===== config.mk =====
export PLATFORM = sky130hd
export DESIGN_NAME = es_fetch_stage_flat
export DESIGN_NICKNAME = d
export VERILOG_FILES = /design/src/rtl/es_fetch_stage_if.sv /design/src/rtl/es_fetch_stage.sv /design/src/flat_wrapper.sv
export SDC_FILE = /design/constraint.sdc
export NUM_CORES = 1
export LEC_CHECK = 0
export ABC_CLOCK_PERIOD_IN_PS = 13290
export BUFFER_PORTS_ARGS = -buffer_cell sky130_fd_sc_hd__buf_4
export CELL_PAD_IN_SITES_DETAIL_PLACEMENT = 1
export CELL_PAD_IN_SITES_GLOBAL_PLACEMENT = 1
export CORE_MARGIN = 2
export CORE_UTILIZATION = 47
export CTS_CLUSTER_DIAMETER = 150
export DETAILED_ROUTE_END_ITERATION = 10
export PLACE_DENSITY_LB_ADDON = 0.15
export SYNTH_ARGS = -nofsm -noshare
export SYNTH_HDL_FRONTEND = slang
export SYNTH_SLANG_ARGS = --single-unit

===== constraint.sdc =====
create_clock -name clk -period 13.29 [get_ports clk]
set_input_delay 2.658 -clock clk [delete_from_list [all_inputs] [get_ports clk]]
set_output_delay 2.658 -clock clk [all_outputs]
set_load 0.02 [all_outputs]

===== src/rtl/es_fetch_stage_if.sv =====
// Fetch-stage bus bundle: instruction-memory port, decode-side control
// (stall/flush/redirect) and the IF/ID outputs toward decode.
interface es_fetch_stage_if #(
  parameter int XLEN = 32
);
  logic            imem_en;
  logic [XLEN-1:0] imem_addr;
  logic [XLEN-1:0] imem_rdata;
  logic            stall;
  logic            flush;
  logic [XLEN-1:0] redirect_pc;
  logic            id_valid;
  logic [XLEN-1:0] id_instruction;
  logic [XLEN-1:0] id_pc;
  logic [XLEN-1:0] id_pc_plus4;
  logic            id_pred_taken;

  modport master (
    output imem_en, imem_addr,
    input  imem_rdata,
    input  stall, flush, redirect_pc,
    output id_valid, id_instruction,
    output id_pc, id_pc_plus4, id_pred_taken
  );

  modport slave (
    input  imem_en, imem_addr,
    output imem_rdata,
    output stall, flush, redirect_pc,
    input  id_valid, id_instruction,
    input  id_pc, id_pc_plus4, id_pred_taken
  );
endinterface


===== src/rtl/es_fetch_stage.sv =====
// RV32I fetch stage + IF/ID register with one-entry skid buffer.
// Optional early JAL redirect: define ES_FETCH_JAL_PREDICT_EN.
module es_fetch_stage #(
  parameter int              XLEN      = 32,
  parameter logic [XLEN-1:0] RESET_PC  = '0,
  parameter logic [XLEN-1:0] NOP_INSTR = XLEN'(32'h0000_0013)
) (
  input logic              clk,
  input logic              reset,
  es_fetch_stage_if.master bus
);

  typedef enum logic [1:0] {ISSUE, RUN, HOLD} state_t;

  localparam logic [XLEN-1:0] FOUR = XLEN'(4);

  state_t          state, state_n;
  logic [XLEN-1:0] pc, pc_n;
  logic [XLEN-1:0] req_pc, req_pc_n;
  logic            skid_valid, skid_valid_n;
  logic [XLEN-1:0] skid_instr, skid_instr_n;
  logic [XLEN-1:0] skid_pc, skid_pc_n;
  logic            id_valid, id_valid_n;
  logic [XLEN-1:0] id_instr, id_instr_n;
  logic [XLEN-1:0] id_pc, id_pc_n;
  logic [XLEN-1:0] id_p4, id_p4_n;
  logic            id_pred, id_pred_n;
  logic            en;
  logic            bubble;
  logic            is_jal;
  logic [XLEN-1:0] jal_imm;

`ifdef ES_FETCH_JAL_PREDICT_EN
  assign is_jal  = bus.imem_rdata[6:0] == 7'b1101111;
  assign jal_imm = XLEN'($signed({bus.imem_rdata[31],
                                  bus.imem_rdata[19:12],
                                  bus.imem_rdata[20],
                                  bus.imem_rdata[30:21],
                                  1'b0}));
`else
  assign is_jal  = 1'b0;
  assign jal_imm = '0;
`endif

  always_comb begin
    state_n      = state;
    pc_n         = pc;
    req_pc_n     = req_pc;
    skid_valid_n = skid_valid;
    skid_instr_n = skid_instr;
    skid_pc_n    = skid_pc;
    id_valid_n   = id_valid;
    id_instr_n   = id_instr;
    id_pc_n      = id_pc;
    id_p4_n      = id_p4;
    id_pred_n    = id_pred;
    en           = 1'b0;
    bubble       = 1'b0;
    if (bus.flush) begin
      pc_n         = bus.redirect_pc & ~XLEN'(3);
      skid_valid_n = 1'b0;
      bubble       = 1'b1;
      state_n      = ISSUE;
    end else begin
      unique case (state)
        ISSUE: begin
          en       = 1'b1;
          req_pc_n = pc;
          pc_n     = pc + FOUR;
          state_n  = RUN;
          bubble   = !bus.stall;
        end
        RUN: begin
          if (!bus.stall) begin
            id_valid_n = 1'b1;
            id_instr_n = bus.imem_rdata;
            id_pc_n    = req_pc;
            id_p4_n    = req_pc + FOUR;
            id_pred_n  = is_jal;
            // predicted JAL: drop the sequential fetch, refetch at target
            if (is_jal) begin
              pc_n    = req_pc + jal_imm;
              state_n = ISSUE;
            end else begin
              en       = 1'b1;
              req_pc_n = pc;
              pc_n     = pc + FOUR;
            end
          end else begin
            skid_valid_n = 1'b1;
            skid_instr_n = bus.imem_rdata;
            skid_pc_n    = req_pc;
            state_n      = HOLD;
          end
        end
        HOLD: begin
          if (!bus.stall) begin
            id_valid_n   = skid_valid;
            id_instr_n   = skid_instr;
            id_pc_n      = skid_pc;
            id_p4_n      = skid_pc + FOUR;
            id_pred_n    = 1'b0;
            skid_valid_n = 1'b0;
            en           = 1'b1;
            req_pc_n     = pc;
            pc_n         = pc + FOUR;
            state_n      = RUN;
          end
        end
        default: state_n = ISSUE;
      endcase
    end
    if (bubble) begin
      id_valid_n = 1'b0;
      id_instr_n = NOP_INSTR;
      id_pc_n    = '0;
      id_p4_n    = '0;
      id_pred_n  = 1'b0;
    end
  end

  always_ff @(posedge clk or posedge reset) begin
    if (reset) begin
      state      <= ISSUE;
      pc         <= RESET_PC;
      req_pc     <= RESET_PC;
      skid_valid <= 1'b0;
      skid_instr <= NOP_INSTR;
      skid_pc    <= '0;
      id_valid   <= 1'b0;
      id_instr   <= NOP_INSTR;
      id_pc      <= '0;
      id_p4      <= '0;
      id_pred    <= 1'b0;
    end else begin
      state      <= state_n;
      pc         <= pc_n;
      req_pc     <= req_pc_n;
      skid_valid <= skid_valid_n;
      skid_instr <= skid_instr_n;
      skid_pc    <= skid_pc_n;
      id_valid   <= id_valid_n;
      id_instr   <= id_instr_n;
      id_pc      <= id_pc_n;
      id_p4      <= id_p4_n;
      id_pred    <= id_pred_n;
    end
  end

  assign bus.imem_en        = en & ~reset;
  assign bus.imem_addr      = pc;
  assign bus.id_valid       = id_valid;
  assign bus.id_instruction = id_instr;
  assign bus.id_pc          = id_pc;
  assign bus.id_pc_plus4    = id_p4;
  assign bus.id_pred_taken  = id_pred;

endmodule

===== src/flat_wrapper.sv =====
// flat-port wrapper written by rule: the top's interface ports become plain ports
module es_fetch_stage_flat 
#(
  parameter int              XLEN      = 32,
  parameter logic [XLEN-1:0] RESET_PC  = '0,
  parameter logic [XLEN-1:0] NOP_INSTR = XLEN'(32'h0000_0013)
)
  (clk, reset, bus_imem_en, bus_imem_addr, bus_imem_rdata, bus_stall, bus_flush, bus_redirect_pc, bus_id_valid, bus_id_instruction, bus_id_pc, bus_id_pc_plus4, bus_id_pred_taken);
  es_fetch_stage_if #(.XLEN(XLEN)) bus_i ();
  input logic clk;
  input logic reset;
  output wire logic [$bits(bus_i.imem_en)-1:0] bus_imem_en;
  output wire logic [$bits(bus_i.imem_addr)-1:0] bus_imem_addr;
  input wire logic [$bits(bus_i.imem_rdata)-1:0] bus_imem_rdata;
  input wire logic [$bits(bus_i.stall)-1:0] bus_stall;
  input wire logic [$bits(bus_i.flush)-1:0] bus_flush;
  input wire logic [$bits(bus_i.redirect_pc)-1:0] bus_redirect_pc;
  output wire logic [$bits(bus_i.id_valid)-1:0] bus_id_valid;
  output wire logic [$bits(bus_i.id_instruction)-1:0] bus_id_instruction;
  output wire logic [$bits(bus_i.id_pc)-1:0] bus_id_pc;
  output wire logic [$bits(bus_i.id_pc_plus4)-1:0] bus_id_pc_plus4;
  output wire logic [$bits(bus_i.id_pred_taken)-1:0] bus_id_pred_taken;
  assign bus_imem_en = bus_i.imem_en;
  assign bus_imem_addr = bus_i.imem_addr;
  assign bus_i.imem_rdata = bus_imem_rdata;
  assign bus_i.stall = bus_stall;
  assign bus_i.flush = bus_flush;
  assign bus_i.redirect_pc = bus_redirect_pc;
  assign bus_id_valid = bus_i.id_valid;
  assign bus_id_instruction = bus_i.id_instruction;
  assign bus_id_pc = bus_i.id_pc;
  assign bus_id_pc_plus4 = bus_i.id_pc_plus4;
  assign bus_id_pred_taken = bus_i.id_pred_taken;
  es_fetch_stage #(.XLEN(XLEN), .RESET_PC(RESET_PC), .NOP_INSTR(NOP_INSTR)) u_core (.clk(clk), .reset(reset), .bus(bus_i));
endmodule

* After elaboration in Yosys (flattened, before gate mapping)
Index checks and enable logic that the tools add are counted.
Word-level totals: register bits after elaboration 229, input bits 68
Cells by class: add/sub/neg operators 3, bitwise logic cells 3, reduce and logical (&&, ||, !) cells 15, mux-type cells 41, equality and inequality tests 10
Operators with widths (count):
- two-way mux 32 bit | 15
- case mux 32 bit (2 select lines) | 5
- adder 32 x 3 -> 32 bit (second input constant) | 3
- two-way mux 1 bit | 14
- AND reduction 3 bit | 4
- != test 3 x 2 -> 1 bit (second input constant) | 3
- nonzero test 3 bit | 3
- two-way mux 2 bit | 3
- != test 3 bit (second input constant) | 2
- case mux 1 bit (2 select lines) | 3
- case mux 2 bit (3 select lines) | 1
- != test 2 x 1 -> 1 bit (second input constant) | 2
- AND reduction 2 bit | 2
- AND reduction 4 bit | 1
- nonzero test 2 bit | 2
- == test 2 x 1 -> 1 bit (second input constant) | 1
- == test 2 bit (second input constant) | 1
- zero test 2 bit | 1
- != test 2 bit (second input constant) | 1
- inverter 1 bit | 2
- OR reduction 2 bit | 1
- bitwise AND 1 bit | 1
- zero test 1 bit | 1

* Depth between registers and ports, before layout
Gate-level depths: netlist of run 1.
depth after elaboration 5, depth in mapped cells 13

* Worst setup path after synthesis of run 1
OpenSTA, ideal clock, no wires.
kind input port to output port, from input port bus_stall, to output port bus_imem_en, data arrival time 3695 ps, stages on the path 4, buffers on the path 1, required time 10632 ps, setup slack 6937 ps, cells stage by stage clkbuf_1 -> nor2b_1 -> nor2_1 -> nor4_1
Between the ends: cells in the longest elaborated chain, start to end 4
Ends and longest elaborated chain:
- start, declared | RTL line flat_wrapper.sv:15 | input wire logic [$bits(bus_i.stall)-1:0] bus_stall;
- two-way mux 1 bit | RTL line es_fetch_stage.sv:74 | if (!bus.stall) begin
- case mux 1 bit (2 select lines) | RTL line es_fetch_stage.sv:65 | unique case (state)
- two-way mux 1 bit | RTL line es_fetch_stage.sv:59 | if (bus.flush) begin
- bitwise AND 1 bit | RTL line es_fetch_stage.sv:150 | assign bus.imem_en = en & ~reset;
- end, declared | RTL line flat_wrapper.sv:12 | output wire logic [$bits(bus_i.imem_en)-1:0] bus_imem_en;
No other way between the ends.

* Worst setup path in the final report of run 1
Same ends and word-level chain as after synthesis.

==> impl_results.md, run 1 <==
* Run status: complete, no violations
* All-layer global routing usage at 23.1%
* Worst slew margin relative to its limit at 30.0%
* Leakage power of the design at 5.65 nW
* Post-route clock period utilization at 47.4%
* Register area share after synthesis at 53.3%
* Final weighted congestion in routability-driven placement at 0.789
* Data required time at the worst endpoint at 10.63 ns
* Number of top-level pins at 199
* Fin. max-slew vios at 0
* Antenna violations before repair at 0
* Maximum frequency from static timing analysis at 159 MHz
* CP endpoint kind: primary output
* Number of routed nets with antenna violations at 0
* Clock slew seen by the registers of the worst setup and hold paths at 0.06 ns
* Main synth FF type: dfrtp_1
* Total number of vias at 7634
* Routed wirelength normalized by instance count at 19.2 um
* Netlist Area Pre-Place at 10300 um2
* Slew of the pin with the lowest slew margin at 1.05 ns
* PD cells at 192 nW/um2
* Setup tns final at 0 ns
* Half-perimeter wire length of the detailed placement result at 18100 um
* Via-to-Cell Ratio at 5.50
* Unrepaired setup endpoints after global routing: false
* Startpoint type of the worst setup path: input pin
* Wire length reported by the detailed router at 26700 um
* Source-to-sink clock delay at the later pin of the worst-skew pair at 0.51 ns
* Seq cells post-synth at 218
* Number of global-route vias before repair at 7985
* Final hold violation count at 0
* Y dimension of the die at 152 um
* # resized after CTS at 0
* Horizontal die dimension at 152 um
* Number of maximum-capacitance constraint violations at 0
* Ratio of cells with drive above 1 in the final layout at 32.0%
* Worst clock skew at 0.00767 ns
* Critical setup path kind: input pin to primary output
* Signed area change from the synthesized netlist to the final layout at 23.3%
* Ranking of synthesized cells by area: dfrtp_1, mux2_2, mux2i_1, o21ai_0, nand2_1
* HP Class: flip-flop to flip-flop
* Maximum count of clock buffers along a single path at 3
* Tmin final at 6.30 ns
* Initial standard-cell utilization of the core at 47.4%
* Yosys warning total at 0
* Number of cell rows at 54
* Largest net degree at the start of global routing at 139
* TritonCTS clock tree: done
* CTS H-Tree Depth at 1
* Standard cell core area at 21600 um2
* Ant diodes at 0
* Post-synthesis cell count at 925
* Inserted Clock Buffers at 25
* Post-synth top area cell: dfrtp_1
* Maximum fanout along the worst path at 9
* Final-report setup violation count at 0
* Largest vdd supply drop at 0.0774 mV
* TritonCTS sink count at 218
* Cell variety after synth at 63
* Wire length of the first global-routing pass at 42200 um
* Buffers inserted during post-CTS setup optimization at 0
* Number of nets at the end of the flow at 1167
* Sum of overflow across all layers after global routing at 0
* CTS hold repair buffers at 0
* Share of synthesized flip-flops with an asynchronous set or reset at 100%
* Number of detailed-routing iterations run before antenna repair at 4
* Per-instance average area after synthesis at 11.1 um2
* Most common cell after layout, fill and taps aside: dfrtp_1
* Worst hold slack at 0.480 ns
* # DRC at 0
* Clk root buf: clkbuf_16
* Die ar. at 23000 um2
* Buffers on Ports at 189
* Crit path arrival time at 3.64 ns
* Number of enable-type register cells in the synthesized netlist at 0
* Count of routing violations after the opening detailed-route iteration at 395
* Worst-case register-to-register setup slack at 9.44 ns
* Portion of synthesized cell area occupied by the leading cell type at 51.7%
* Most frequent cells in the layout: dfrtp_1, buf_4, nand2_1
[sequential cells by signal, indices dropped and copies added, names as in the netlist]
register,count
u_core.skid_valid,1
u_core.bus.id_pc_plus4,30
u_core.req_pc,30
u_core.bus.imem_addr,30
u_core.skid_pc,30
u_core.bus.id_valid,1
u_core.skid_instr,32
u_core.state,2
u_core.bus.id_pc,30
u_core.bus.id_instruction,32
[cells by family (layout without fill, tap and decap cells)]
logic type	count (synthesis)	after routing	synth area share, %
mux	155	155	16.3
xor+xnor	44	44	3.76
buf+inv	76	253	3.33
simple gates	270	270	13.3
flops	218	218	53.3
fa+ha+maj	7	7	0.854
other cells	1	7	0.0366
compound gates	154	154	9.22
[cell type report]
cell class | instances | area (um2)
Inverter | 13 | 56.3
Fill cell | 2346 | 8970
Multi-Input combinational cell | 637 | 4510
Clock inverter | 4 | 20.0
Clock buffer | 39 | 768
Sequential cell | 218 | 5460
Timing Repair Buffer | 197 | 1480
Tap cell | 280 | 350
[metal layers]
metal | share of wire, % | track usage [%] | wire length, um
met1 | 47 | 33.0 | 12500
met2 | 47 | 37.5 | 12400
met3 | 5.2 | 3.71 | 1380
met4 | 1.3 | 4.86 | 346
met5 | 0 | 0 | 0
[metrics by stage]
step / power [mW] / utilization [%] / cells / area (um2) / setup WS (ns)
after floorplan: 1.49 / - / 931 / 10300 / 4.68
after global placement: 1.75 / 54.9 / 1345 / 11900 / 6.95
after detailed placement: 1.79 / 54.9 / 1345 / 11900 / 6.96
after CTS: 2.46 / 58.5 / 1388 / 12600 / 6.93
after global routing: 2.57 / 58.5 / 1388 / 12600 / 6.92
final: 2.43 / 58.5 / 1388 / 12600 / 6.99
[cell usage after synthesis (4+ instances only)]
master	n
nand3_1	24
o21ai_1	5
nand2_1	133
mux2i_1	60
nand4_1	14
inv_1	13
nand3b_1	11
a32o_1	6
o21ai_0	102
nand4b_1	4
ha_1	7
buf_2	9
xor2_1	5
nor2b_1	4
xnor2_1	39
mux2_2	95
buf_4	8
dfstp_2	6
a22oi_1	5
a21o_1	7
nor2_1	18
clkbuf_1	42
nor3_1	10
nor4_1	15
or4_1	5
dfrtp_1	212
a22o_1	5
or3_1	8
o31ai_1	4
[path summary, 6_finish.rpt]
| check | start | endpoint | cells past startpoint |
|---|---|---|---|
| max in group asynchronous | reset | u_core.bus.id_pc_plus4[9]$_DFFE_PP0P_ | 3 |
| max reg2reg | u_core.state[0]$_DFFE_PP0P_ | u_core.bus.id_pc_plus4[30]$_DFFE_PP0P_ | 8 |
| min | u_core.bus.id_pc[31]$_DFFE_PP0P_ | u_core.bus.id_pc[31]$_DFFE_PP0P_ | 1 |
| min in group asynchronous | reset | u_core.state[0]$_DFFE_PP0P_ | 2 |
| min reg2reg | u_core.bus.id_pc[31]$_DFFE_PP0P_ | u_core.bus.id_pc[31]$_DFFE_PP0P_ | 1 |
| max | bus_stall | bus_imem_en | 5 |
[power by group]
group,switching (mW),internal [mW]
registers,0.166,0.866
clock network,0.264,0.393
logic,0.413,0.333
[critical path, cell delays in order]
cell     delay, ns
buf_4         0.15
nor2b_1       0.38
nor2_1        0.07
nor4_1        0.19
buf_4         0.19
(Power assumes the default switching activity.)
==> run 2, diff against run 1 <==
--- a/config.mk
+++ b/config.mk
@@ -5,12 +5,12 @@
 export SDC_FILE = /design/constraint.sdc
 export NUM_CORES = 1
 export LEC_CHECK = 0
-export ABC_CLOCK_PERIOD_IN_PS = 13290
+export ABC_CLOCK_PERIOD_IN_PS = 6300
 export BUFFER_PORTS_ARGS = -buffer_cell sky130_fd_sc_hd__buf_4
 export CELL_PAD_IN_SITES_DETAIL_PLACEMENT = 1
 export CELL_PAD_IN_SITES_GLOBAL_PLACEMENT = 1
 export CORE_MARGIN = 2
-export CORE_UTILIZATION = 47
+export CORE_UTILIZATION = 44
 export CTS_CLUSTER_DIAMETER = 150
 export DETAILED_ROUTE_END_ITERATION = 10
 export PLACE_DENSITY_LB_ADDON = 0.15
==> constraint.sdc (replaced) <==
create_clock -name clk -period 6.3 [get_ports clk]
set_input_delay 1.26 -clock clk [delete_from_list [all_inputs] [get_ports clk]]
set_output_delay 1.26 -clock clk [all_outputs]
set_load 0.02 [all_outputs]
==> run 2 against run 1 <==
  * Hold slack lost 0.0042 ns
  * Largest power group unchanged
  * First-iteration DRC count shrank 2.5%
  * Register-to-register slack lost 7.2 ns
  * Utilization shrank 2.8 points
  * Power grew 110%
  * Largest cell class unchanged
==> impl_results.md, run 2 (synthesis gave the netlist of run 1 again) <==
* Worst-case register-to-register setup slack at 2.29 ns
* # resized after CTS at 0
* Ant diodes at 0
* Number of maximum-capacitance constraint violations at 0
* Die ar. at 24600 um2
* Source-to-sink clock delay at the later pin of the worst-skew pair at 0.51 ns
* Seq. cell area at 5460 um2
* Critical setup path kind: flip-flop to flip-flop
* Leakage power of the design at 5.64 nW
* Y dimension of the die at 157 um
* Wire length reported by the detailed router at 26800 um
* Worst clock skew at 0.00961 ns
* Tmin final at 4.01 ns
* Area of the multi-input gates at 4510 um2
* Routed wirelength normalized by instance count at 18.9 um
* Data required time at the worst endpoint at 6.69 ns
* Final hold violation count at 0
* Number of nets at the end of the flow at 1168
* Clock slew seen by the registers of the worst setup and hold paths at 0.06 ns
* Horizontal die dimension at 157 um
* Run status: complete, no violations
* Final-report setup violation count at 0
* Setup tns final at 0 ns
* Most frequent cells in the layout: dfrtp_1, buf_4, nand2_1
* Buffers inserted during post-CTS setup optimization at 0
* Final weighted congestion in routability-driven placement at 0.742
* Largest net degree at the start of global routing at 156
* TritonCTS clock tree: done
* Wire length of the first global-routing pass at 43300 um
* Maximum frequency from static timing analysis at 249 MHz
* Worst slew margin relative to its limit at 30.4%
* Reg-to-reg endpoint: u_core.bus.id_pc_plus4[30]$_DFFE_PP0P_
* Count of placed standard cells in the final layout, fillers left out at 1421
* Count of routing violations after the opening detailed-route iteration at 385
* Launch instance of the worst register-to-register path: u_core.state[0]$_DFFE_PP0P_
* Startpoint of the most critical hold path: u_core.bus.id_pc[5]$_DFFE_PP0P_
* Signed area change from the synthesized netlist to the final layout at 23.7%
* Number of routed nets with antenna violations at 0
* Fin. max-slew vios at 0
* Inserted Clock Buffers at 24
* Largest vdd supply drop at 0.171 mV
* Total number of vias at 7670
* Standard cell core area at 22800 um2
* Post-route clock period utilization at 63.7%
* TritonCTS sink count at 218
* Slew of the pin with the lowest slew margin at 1.04 ns
* Crit path arrival time at 4.40 ns
* Unrepaired setup endpoints after global routing: false
* CP endpoint kind: flip-flop
* Half-perimeter wire length of the detailed placement result at 18200 um
* Number of cell rows at 55
* Hold endpoint: u_core.bus.id_pc[5]$_DFFE_PP0P_
* Worst r2r path cells at 8
* All-layer global routing usage at 22.1%
* Buffers on Ports at 189
* Via-to-Cell Ratio at 5.40
* Maximum fanout along the worst path at 61
* CTS H-Tree Depth at 1
* Initial standard-cell utilization of the core at 45.0%
* Post-layout power at 5.13 mW
* # DRC at 0
* Ratio of cells with drive above 1 in the final layout at 31.9%
* Filler instances at 2438
* Number of global-route vias before repair at 7999
* Number of top-level pins at 199
* CTS hold repair buffers at 0
* Placed cell count at 1380
* HP Class: flip-flop to flip-flop
* Antenna violations before repair at 0
* Number of detailed-routing iterations run before antenna repair at 6
* Sum of overflow across all layers after global routing at 0
* Maximum count of clock buffers along a single path at 3
* Clk root buf: clkbuf_16
* PD cells at 404 nW/um2
* Depth of the worst hold-timing path at 2
* Most common cell after layout, fill and taps aside: dfrtp_1
* Startpoint type of the worst setup path: flip-flop
[run 2: cell count changes in the layout (fill, tap and decap cells not counted)]
cell	previous run	this run
buf_12	0	1
buf_4	197	198
bufinv_16	0	2
clkbuf_1	5	7
clkbuf_8	9	2
clkinv_2	4	5
clkinvlp_4	0	1
inv_8	1	0
[run 2: stage by stage]
| step | setup slack (ns) | instance area (um2) | utilization, % | hold slack (ns) |
|---|---|---|---|---|
| 6_report | 2.29 | 12700 | 55.7 | 0.476 |
| 5_1_grt | 2.08 | 12700 | 55.7 | 0.500 |
| 4_1_cts | 2.29 | 12700 | 55.7 | 0.482 |
| 3_5_place_dp | 2.38 | 11900 | 52.4 | 0.469 |
| 3_3_place_gp | 2.46 | 11900 | 52.4 | 0.461 |
| 2_1_floorplan | 2.20 | 10300 | - | 0.474 |
[run 2: layout make-up]
class / instances / area share [%]
multi-input combinational: 637 / 35.6
tap: 313 / 3.09
clock inverter: 7 / 0.670
sequential: 218 / 43.0
inverter: 13 / 0.414
timing repair buffer: 199 / 11.9
clock buffer: 34 / 5.35
[run 2: worst max-delay path by stage]
stage                                start                                        end  depth (start not counted)
6_report       u_core.state[0]$_DFFE_PP0P_     u_core.bus.id_pc_plus4[30]$_DFFE_PP0P_                          8
5_1_grt        u_core.state[0]$_DFFE_PP0P_     u_core.bus.id_pc_plus4[30]$_DFFE_PP0P_                          8
4_1_cts        u_core.state[0]$_DFFE_PP0P_     u_core.bus.id_pc_plus4[30]$_DFFE_PP0P_                          8
3_5_place_dp   u_core.state[0]$_DFFE_PP0P_     u_core.bus.id_pc_plus4[30]$_DFFE_PP0P_                          8
3_3_place_gp   u_core.state[0]$_DFFE_PP0P_     u_core.bus.id_pc_plus4[27]$_DFFE_PP0P_                          8
2_1_floorplan                        reset  u_core.bus.id_instruction[10]$_DFFE_PP0P_                          1
[run 2: per-layer routing]
metal	global-route usage, %	wire (um)
met1	31.2	12700
met2	35.8	12300
met5	0	0
met3	3.68	1370
met4	5.16	455
[run 2: critical path, stage by stage, from the launching register on]
cell and delay, ns:
dfrtp_1 0.44, inv_1 0.14, ha_4 0.65, buf_4 0.71, mux2i_1 0.29, a211oi_2 0.51, nand2_1 0.25, or4_1 0.58
a32o_1 0.28
[run 2: power by group]
| part | switching (mW) | leakage, nW | internal, mW | total, mW |
|---|---|---|---|---|
| logic | 0.864 | 2.48 | 0.704 | 1.57 |
| registers | 0.360 | 2.78 | 1.83 | 2.19 |
| clock network | 0.545 | 0.379 | 0.827 | 1.37 |
| total | 1.77 | 5.64 | 3.36 | 5.13 |
